## config.mk

```make
export PLATFORM = sky130hd
export DESIGN_NAME = fp_multiplier_seq
export DESIGN_NICKNAME = d
export VERILOG_FILES = /design/src/rtl/fp_multiplier_seq.sv
export SDC_FILE = /design/constraint.sdc
export NUM_CORES = 1
export LEC_CHECK = 0
export CAP_MARGIN = 20
export CORE_ASPECT_RATIO = 2
export CORE_MARGIN = 10
export CORE_UTILIZATION = 45
export DETAILED_ROUTE_END_ITERATION = 8
export GPL_TIMING_DRIVEN = 0
export HOLD_SLACK_MARGIN = 0.02
export PLACE_DENSITY_LB_ADDON = 0.12
export SETUP_SLACK_MARGIN = 0.5
export SYNTH_ARGS = -nofsm -noshare
export SYNTH_HDL_FRONTEND = slang
export SYNTH_SLANG_ARGS = --single-unit
```

## constraint.sdc

```tcl
create_clock -name clk -period 16.34 [get_ports clk]
set_clock_uncertainty 0.1 [all_clocks]
set_input_delay 3.268 -clock clk [delete_from_list [all_inputs] [get_ports clk]]
set_output_delay 3.268 -clock clk [all_outputs]
set_load 0.005 [all_outputs]
```

## src/rtl/fp_multiplier_seq.sv

```systemverilog
// Sequential binary32 multiplier: 24-cycle shift-and-add mantissa product,
// then a one-bit-per-cycle normalizer and a packer. Rounding is truncation.
// A zero exponent field is treated as exponent 1 with hidden bit 0.
module fp_multiplier_seq (
    input  logic        clk,
    input  logic        rst,
    input  logic        start,
    input  logic [31:0] in1,
    input  logic [31:0] in2,
    output logic [31:0] out1,
    output logic        busy,
    output logic        done
);

    typedef enum logic [1:0] {S_IDLE, S_MUL, S_NORM, S_PACK} state_t;

    state_t             r_state;
    logic               r_sign;
    logic               r_zero;
    logic               r_inf;
    logic [23:0]        r_ma;
    logic [23:0]        r_mb;
    logic signed [9:0]  r_exp;
    logic [47:0]        r_acc;
    logic [4:0]         r_cnt;
    logic [31:0]        r_out;
    logic               r_busy;
    logic               r_done;

    // Operand decode, only meaningful in the accept cycle
    logic               w_a_hid;
    logic               w_b_hid;
    logic [7:0]         w_ea;
    logic [7:0]         w_eb;
    logic [9:0]         w_exp0;
    logic               w_zero0;
    logic               w_inf0;
    logic [47:0]        w_addend;
    logic [31:0]        w_result;

    assign w_a_hid  = (in1[30:23] != 8'd0);
    assign w_b_hid  = (in2[30:23] != 8'd0);
    assign w_ea     = w_a_hid ? in1[30:23] : 8'd1;
    assign w_eb     = w_b_hid ? in2[30:23] : 8'd1;
    assign w_exp0   = {2'b00, w_ea} + {2'b00, w_eb} - 10'd127;
    assign w_zero0  = (in1[30:0] == 31'd0) || (in2[30:0] == 31'd0);
    assign w_inf0   = (in1[30:23] == 8'hFF) || (in2[30:23] == 8'hFF);
    assign w_addend = {24'd0, r_ma} << r_cnt;

    // Result selection for the PACK state, in priority order
    always_comb begin
        w_result = {r_sign, 31'd0};
        if (r_zero || (r_acc == 48'd0))
            w_result = {r_sign, 31'd0};
        else if (r_inf)
            w_result = {r_sign, 8'hFF, 23'd0};
        else if (r_exp >= 10'sd255)
            w_result = {r_sign, 8'hFF, 23'd0};
        else if (r_exp < 10'sd1)
            w_result = {r_sign, 31'd0};
        else if (!r_acc[46])
            w_result = {r_sign, 8'h00, r_acc[45:23]};
        else
            w_result = {r_sign, r_exp[7:0], r_acc[45:23]};
    end

    // Control FSM and datapath registers
    always_ff @(posedge clk or posedge rst) begin
        if (rst) begin
            r_state <= S_IDLE;
            r_sign  <= 1'b0;
            r_zero  <= 1'b0;
            r_inf   <= 1'b0;
            r_ma    <= 24'd0;
            r_mb    <= 24'd0;
            r_exp   <= 10'sd0;
            r_acc   <= 48'd0;
            r_cnt   <= 5'd0;
            r_out   <= 32'd0;
            r_busy  <= 1'b0;
            r_done  <= 1'b0;
        end else begin
            r_done <= 1'b0;
            case (r_state)
                S_IDLE: begin
                    if (start) begin
                        r_sign  <= in1[31] ^ in2[31];
                        r_ma    <= {w_a_hid, in1[22:0]};
                        r_mb    <= {w_b_hid, in2[22:0]};
                        r_exp   <= $signed(w_exp0);
                        r_zero  <= w_zero0;
                        r_inf   <= w_inf0;
                        r_acc   <= 48'd0;
                        r_cnt   <= 5'd0;
                        r_busy  <= 1'b1;
                        r_state <= S_MUL;
                    end
                end
                S_MUL: begin
                    if (r_mb[r_cnt])
                        r_acc <= r_acc + w_addend;
                    r_cnt <= r_cnt + 5'd1;
                    if (r_cnt == 5'd23)
                        r_state <= S_NORM;
                end
                S_NORM: begin
                    if (r_acc[47]) begin
                        r_acc   <= r_acc >> 1;
                        r_exp   <= r_exp + 10'sd1;
                        r_state <= S_PACK;
                    end else if (r_acc[46] || (r_exp <= 10'sd1) || (r_acc == 48'd0)) begin
                        r_state <= S_PACK;
                    end else begin
                        r_acc <= r_acc << 1;
                        r_exp <= r_exp - 10'sd1;
                    end
                end
                S_PACK: begin
                    r_out   <= w_result;
                    r_done  <= 1'b1;
                    r_busy  <= 1'b0;
                    r_state <= S_IDLE;
                end
                default: r_state <= S_IDLE;
            endcase
        end
    end

    assign out1 = r_out;
    assign busy = r_busy;
    assign done = r_done;

endmodule

```

==> reports/metrics.cfg <==
[detailed_routing]
route.detailed.wl_per_inst_um = 23.5
detail_route.iter0.violations = 962
wirelength_um = 44800
vias = 11900
detail_route.drc_violations = 0
detail_route.first_pass.iterations = 6
postRouteAntennaNets = 0
route.detailed.vias_per_inst = 6.22

[cells_and_area]
n_antenna_cell = 0
layout.filler_cells = 2526
final_cell_count_no_fill = 1908
post_route_cells_drive_above_1_share_pct = 8.38
syn_to_final_growth_pct = 17.4
finalCoreUtilization_pct = 53.5
nets = 1690

[setup_path]
timing.critical_path.required_ps = 16610
timing.critical_path.cells = buf_6, buf_6, buf_1, clkbuf_1, nand2_1, nor2_1, a21oi_1, nand2_1, o21ai_0, o21ai_0, nor2_1, a21oi_1, ha_1, a21oi_1, o21ai_0, or2_2, o41a_1, nor2_1, o21ai_1, a311oi_2, mux2_2, a31oi_1
worstPathMaxFanout = 10
r2r-start = r_cnt[0]
rr_worst_depth = 22
worst_setup_path_start_kind = flop
setup.worst_path.end_class = flop
slowest_delay_ps = 500
regToRegSetupSlack_ps = 9970
cpMaxStageDelayCell = sky130_fd_sc_hd__buf_1
rr_endpoint = r_acc[45]
worstSetupPathType = flop to flop
cp_data_arrival_time_ps = 6640

[placed_design]
count_of_buffers_inserted_at_the_top_level_ports = 100
routabilityCongestion = 1.03
detailed_place_hpwl_um = 36000
place.detailed.instances = 1876

[logic_synthesis]
synth_edf_count = 0
synth.ff_latch_count = 150
asyncSetResetFlopFracSynth_pct = 100
synth_cell_type_count = 83
syn_area_um2 = 11900
instance_count_of_the_mapped_netlist = 1430
number_of_nets_produced_by_synthesis = 1569
synth.avg_cell_area_um2 = 8.33
synth_ff_type = sky130_fd_sc_hd__dfrtp_1
synth.yosys.seq_area_share_pct = 31.5
synth_warnings = 0

[floorplanning]
design.die.area_um2 = 33800
core_region_area_um2 = 26200
start_util_pct = 45.5
die-height_um = 250
floorplan.rows = 84
die-width_um = 135
ios = 101

[cts]
number_of_cells_upsized_or_downsized_after_cts = 0
clock_tree.htree_level_count = 4
cts.reportedPaths.clkPinSlew_ps = 70
cts_tree = built
cts_root_buf = sky130_fd_sc_hd__clkbuf_16
post-cts-setup-buffers = 0
hold_buffers = 0
insertion_delay_ps = 470
max-clock-path-buffers = 2
numClockSinks = 150
tritoncts.num_buffers = 17

[global_route]
largest_net_degree_at_the_start_of_global_routing = 88
grt_overflow_total = 0
globalRouteTotalUtil_pct = 26.3
first_pass_grt_wire_length_um = 69000
first_global_vias = 12300
antenna_violations_before_repair = 0

[hold_path]
hold-path-cell-count = 2
worstHoldEndpoint = r_sign
hold_start = r_sign
timing.hold.worst.class = flop to flop

[power_and_ir_drop]
cellPowerDensity_nw_per_um2 = 200
ir_drop_mv = 0.110
leakage_nw = 5.74

[timing]
fin_crit_sh_pct = 39.0
hold_viol = 0
max_slew_headroom_at_the_worst_pin_pct = 48.2
highest_clock_rate_ghz = 0.157
timing.final.setup_violations = 0
report.final.slew_viol_count = 0
setup-tns-final_ps = 0
hold-worst-slack_ps = 392
final_period_minus_worst_setup_slack_ps = 6370
rsz_0062_raised_after_global_routing = false
timing_worst_slew_pin_value_ps = 776

[run]
maxCapViolCount = 0

[run_status]
run_status = complete, no violations

## layer usage
metal / vias up / GRT usage [%] / part of all wire, %
met1: 5769 / 24.6 / 34
met3: 163 / 4.33 / 4.1
li1: 5502 / - / -
met5: - / 0 / 0
met4: 0 / 17.0 / 6.9
met2: 437 / 50.4 / 55
## logic make-up (layout without fill, tap and decap cells)
logic type,count (synthesis),count (layout),share of synthesized area (%)
XOR/XNOR,40,40,2.94
AND/OR/NAND/NOR,457,457,18.0
AO/OA/AOI/OAI,437,437,23.8
flip-flops,150,150,31.5
buffers and inverters,172,306,5.73
multiplexers,102,102,10.3
adder cells (fa/ha/maj),72,72,7.69
## report_power, final
group	total, W	internal (W)	leakage [nW]	switching, W
clock	0.000417	0.000235	0.280	0.000182
combinational	0.00176	0.000643	3.53	0.00112
sequential	0.000621	0.000498	1.93	0.000123
total	0.00280	0.00138	5.74	0.00142
## stage by stage
step           total power [W]  setup WS [ps]  area, µm²
3_3_place_gp           0.00233           6740      13300
6_report               0.00280           9970      14000
5_1_grt                0.00297           9610      14000
4_1_cts                0.00277          10040      14000
2_1_floorplan          0.00176           8940      11900
3_5_place_dp           0.00235           9600      13400
## worst max path at each step
| stage | startpoint | endpoint | slack, ps |
|---|---|---|---|
| finish | r_cnt[0] | r_acc[45] | 9970 |
| global route | r_cnt[0] | r_acc[45] | 9610 |
| CTS | r_cnt[0] | r_acc[45] | 10040 |
| global placement | rst | r_exp[4] | 6740 |
| floorplan | rst | busy | 8940 |
| detailed placement | in1[27] | r_exp[8] | 9600 |
## area by class of cell
class	instances	area (µm²)	area share [%]
Buffer	105	432	3.09
Clock buffer	19	453	3.24
Clock inverter	13	145	1.04
Inverter	67	256	1.83
Multi-Input combinational cell	1108	7480	53.5
Sequential cell	150	3750	26.8
Tap cell	344	430	3.08
Timing Repair Buffer	102	1040	7.43
## Yosys cell counts (4+ instances only)
| cell | number | share of area (%) |
|---|---|---|
| sky130_fd_sc_hd__a31oi_1 | 16 | 0.84 |
| sky130_fd_sc_hd__o21ai_0 | 99 | 4.2 |
| sky130_fd_sc_hd__nand2_1 | 194 | 6.1 |
| sky130_fd_sc_hd__xor2_1 | 12 | 0.88 |
| sky130_fd_sc_hd__and3_1 | 8 | 0.42 |
| sky130_fd_sc_hd__nor2b_1 | 17 | 0.89 |
| sky130_fd_sc_hd__mux2i_1 | 32 | 2.7 |
| sky130_fd_sc_hd__a21o_1 | 20 | 1.3 |
| sky130_fd_sc_hd__o21ai_1 | 24 | 1.0 |
| sky130_fd_sc_hd__ha_1 | 70 | 7.3 |
| sky130_fd_sc_hd__nor2_1 | 91 | 2.9 |
| sky130_fd_sc_hd__nor4_1 | 26 | 1.4 |
| sky130_fd_sc_hd__mux2_2 | 58 | 5.5 |
| sky130_fd_sc_hd__a222oi_1 | 30 | 2.5 |
| sky130_fd_sc_hd__o22ai_1 | 27 | 1.4 |
| sky130_fd_sc_hd__or2_2 | 4 | 0.21 |
| sky130_fd_sc_hd__xnor2_1 | 28 | 2.1 |
| sky130_fd_sc_hd__and2_1 | 11 | 0.58 |
| sky130_fd_sc_hd__buf_1 | 14 | 0.44 |
| sky130_fd_sc_hd__buf_2 | 9 | 0.38 |
| sky130_fd_sc_hd__a21oi_1 | 102 | 4.3 |
| sky130_fd_sc_hd__or4_1 | 7 | 0.44 |
| sky130_fd_sc_hd__a211oi_1 | 11 | 0.69 |
| sky130_fd_sc_hd__o21bai_1 | 9 | 0.57 |
| sky130_fd_sc_hd__nor3b_1 | 4 | 0.25 |
| sky130_fd_sc_hd__nand2b_1 | 9 | 0.47 |
| sky130_fd_sc_hd__dfrtp_1 | 150 | 31 |
| sky130_fd_sc_hd__o31ai_1 | 21 | 1.3 |
| sky130_fd_sc_hd__nor3_1 | 15 | 0.63 |
| sky130_fd_sc_hd__a221oi_1 | 4 | 0.29 |
| sky130_fd_sc_hd__a21boi_0 | 4 | 0.25 |
| sky130_fd_sc_hd__clkbuf_1 | 78 | 2.5 |
| sky130_fd_sc_hd__o21a_1 | 8 | 0.50 |
| sky130_fd_sc_hd__mux4_2 | 11 | 2.1 |
| sky130_fd_sc_hd__or3_1 | 5 | 0.26 |
| sky130_fd_sc_hd__nand3_1 | 27 | 1.1 |
| sky130_fd_sc_hd__inv_1 | 65 | 2.0 |
| sky130_fd_sc_hd__nand4_1 | 21 | 1.1 |
| sky130_fd_sc_hd__a22oi_1 | 15 | 0.94 |
| sky130_fd_sc_hd__a22o_1 | 4 | 0.29 |
## worst max-delay path: cells and delay by family, from the launching register on
| family | cells | cell delay, ps |
|---|---|---|
| AOI/OAI and AO/OA | 10 | 2400 |
| buffers and inverters | 4 | 1320 |
| and+or+nand+nor | 6 | 1290 |
| muxes | 1 | 390 |
| adders and majority gates | 1 | 380 |
| DFF | 1 | 370 |
## registers in the layout, summed over array words and instances (netlist names)
register	cells
busy	1
done	1
out1	32
r_acc	48
r_cnt	5
r_exp	10
r_inf	1
r_ma	24
r_mb	24
r_sign	1
r_state	2
r_zero	1
## cells in the final DEF, fill, tap and decap left out, types with 24 or more instances in the layout
cell type,netlist,final
sky130_fd_sc_hd__nand2_1,194,194
sky130_fd_sc_hd__dfrtp_1,150,150
sky130_fd_sc_hd__a21oi_1,102,102
sky130_fd_sc_hd__clkdlybuf4s50_1,0,100
sky130_fd_sc_hd__o21ai_0,99,99
sky130_fd_sc_hd__nor2_1,91,91
sky130_fd_sc_hd__clkbuf_1,78,78
sky130_fd_sc_hd__ha_1,70,70
sky130_fd_sc_hd__inv_1,65,64
sky130_fd_sc_hd__mux2_2,58,58
sky130_fd_sc_hd__mux2i_1,32,32
sky130_fd_sc_hd__a222oi_1,30,30
sky130_fd_sc_hd__xnor2_1,28,28
sky130_fd_sc_hd__nand3_1,27,27
sky130_fd_sc_hd__o22ai_1,27,27
sky130_fd_sc_hd__nor4_1,26,26
sky130_fd_sc_hd__o21ai_1,24,24
No activity file was read; power rests on OpenSTA's default activity.
==> edit (config.mk and constraints unchanged) <==
Encoding of `state_t`: now one-hot (4 bits for 4 states).
--- a/src/rtl/fp_multiplier_seq.sv
+++ b/src/rtl/fp_multiplier_seq.sv
@@ -12,7 +12,7 @@
     output logic        done
 );
 
-    typedef enum logic [1:0] {S_IDLE, S_MUL, S_NORM, S_PACK} state_t;
+    typedef enum logic [3:0] {S_IDLE = 4'b0001, S_MUL = 4'b0010, S_NORM = 4'b0100, S_PACK = 4'b1000} state_t;
 
     state_t             r_state;
     logic               r_sign;
Check against the original RTL: same outputs for any inputs over 10 cycles, from zero or initial values and one cycle with rst high; not proved beyond that.
==> edit against the unedited design <==
Register-to-register slack improved by 0.50 ns; highest routed layer unchanged; wire length decreased by 9.7%; synthesized area decreased by 3.2%; total power fell by 11%; critical path type is now input port to register; count of clock-buffer cells in the layout down 2; final area shrank 2.7%; sequential cell count is 2 higher; core utilization up 0.68 points; worst setup slack improved by 0.017 ns.
==> edit: results (changes against the unedited design) <==
worst_setup_path:
  worstSetupEndpoint: "r_exp[8]"
  arrival_ns: 6.61  # -0.03 ns
  reg2reg_slack_ns: 10.47  # +0.50 ns
  r2r_cells: 20  # -9.1%
  crit_slowest_cell: "or4_1"
placement:
  dp_hpwl_um: 32600  # -9.5%
  preCtsSetupSlack_ns: 9.49  # -0.103 ns
  gp_congestion: 1.08  # +5.3%
  place_area_um2: 13000  # -2.8%
  dpl.cell_count: 1827  # -2.6%
final_layout:
  inverters: 30  # -55%
  layout.cells.non_filler: 1859  # -2.6%
  drive_gt1_share_pct: 7.68  # -0.69 points
  fin_nets: 1645  # -2.7%
  nFillCells: 2460  # -2.6%
  multi_input_area_um2: 7180  # -4.0%
  fin_util_pct: 54.1  # +0.68 points
  nClkBuffers: 17  # -2
  clkCellAreaFrac_pct: 4.30  # +0.028 points
grt:
  global_route.usage.met3_pct: 3.83  # -0.50 points
  gr-usage-met2_pct: 47.2  # -3.2 points
  met1_usage_pct: 23.7  # -0.83 points
synth:
  synth_fa_ha_area_share_pct: 7.51  # -0.18 points
  synth_compound_area_share_pct: 24.2  # +0.38 points
  synth_nets: 1524  # -2.9%
  synth_top_area_share_pct: 32.8  # +1.3 points
  yosys-top-cells-area: "dfrtp_1 33%, nand2_1 7.8%, ha_1 7.2%, a21oi_1 5.7%, nor2_1 4.1%"
  synth-xor-area-share_pct: 3.87  # +0.93 points
  ys_types: 79  # -4.8%
  synth.area.mux_share_pct: 7.09  # -3.2 points
  synth_seq_cells: 152  # +1.3%
detailed_routing:
  drt_iter0_drc: 837  # -13%
  vias: 11179  # -5.8%
  wl_met1_um: 13900  # -8.2%
  wl_per_cell_um: 21.7  # -7.3%
power:
  static-leakage-power_uw: 0.00606  # +5.5%
status:
  status: "complete, no violations"
sta:
  hold_slack_ns: 0.380  # -0.0123 ns
worst_hold_path:
  min_from: "r_mb[1]"
  holdPathEnd: "r_mb[1]"
edit: cell count changes in the layout (fill, tap and decap cells not counted), moves of 14 or more:
cell	change
o31ai_1	-15
buf_2	+14
a22o_1	+20
nor2_1	+36
nand3_1	-14
mux2_2	-38
inv_1	-37
nand2_1	+45
o21ai_0	-18
a21oi_1	+29
xor2_1	+18
edit: power groups by stage:
| stage | logic, µW | registers, µW | clock network (µW) |
|---|---|---|---|
| 2_1_floorplan | 1060 | 603 | 0 |
| 3_3_place_gp | 1400 | 657 | 0 |
| 6_report | 1440 | 659 | 402 |
| 3_5_place_dp | 1410 | 661 | 0 |
| 5_1_grt | 1590 | 675 | 421 |
| 4_1_cts | 1420 | 654 | 407 |
edit: worst min-delay path, stage by stage, from the launching register on:
cell	delay (ns)
dfrtp_1	0.34
nand2_1	0.05
nand2_1	0.05
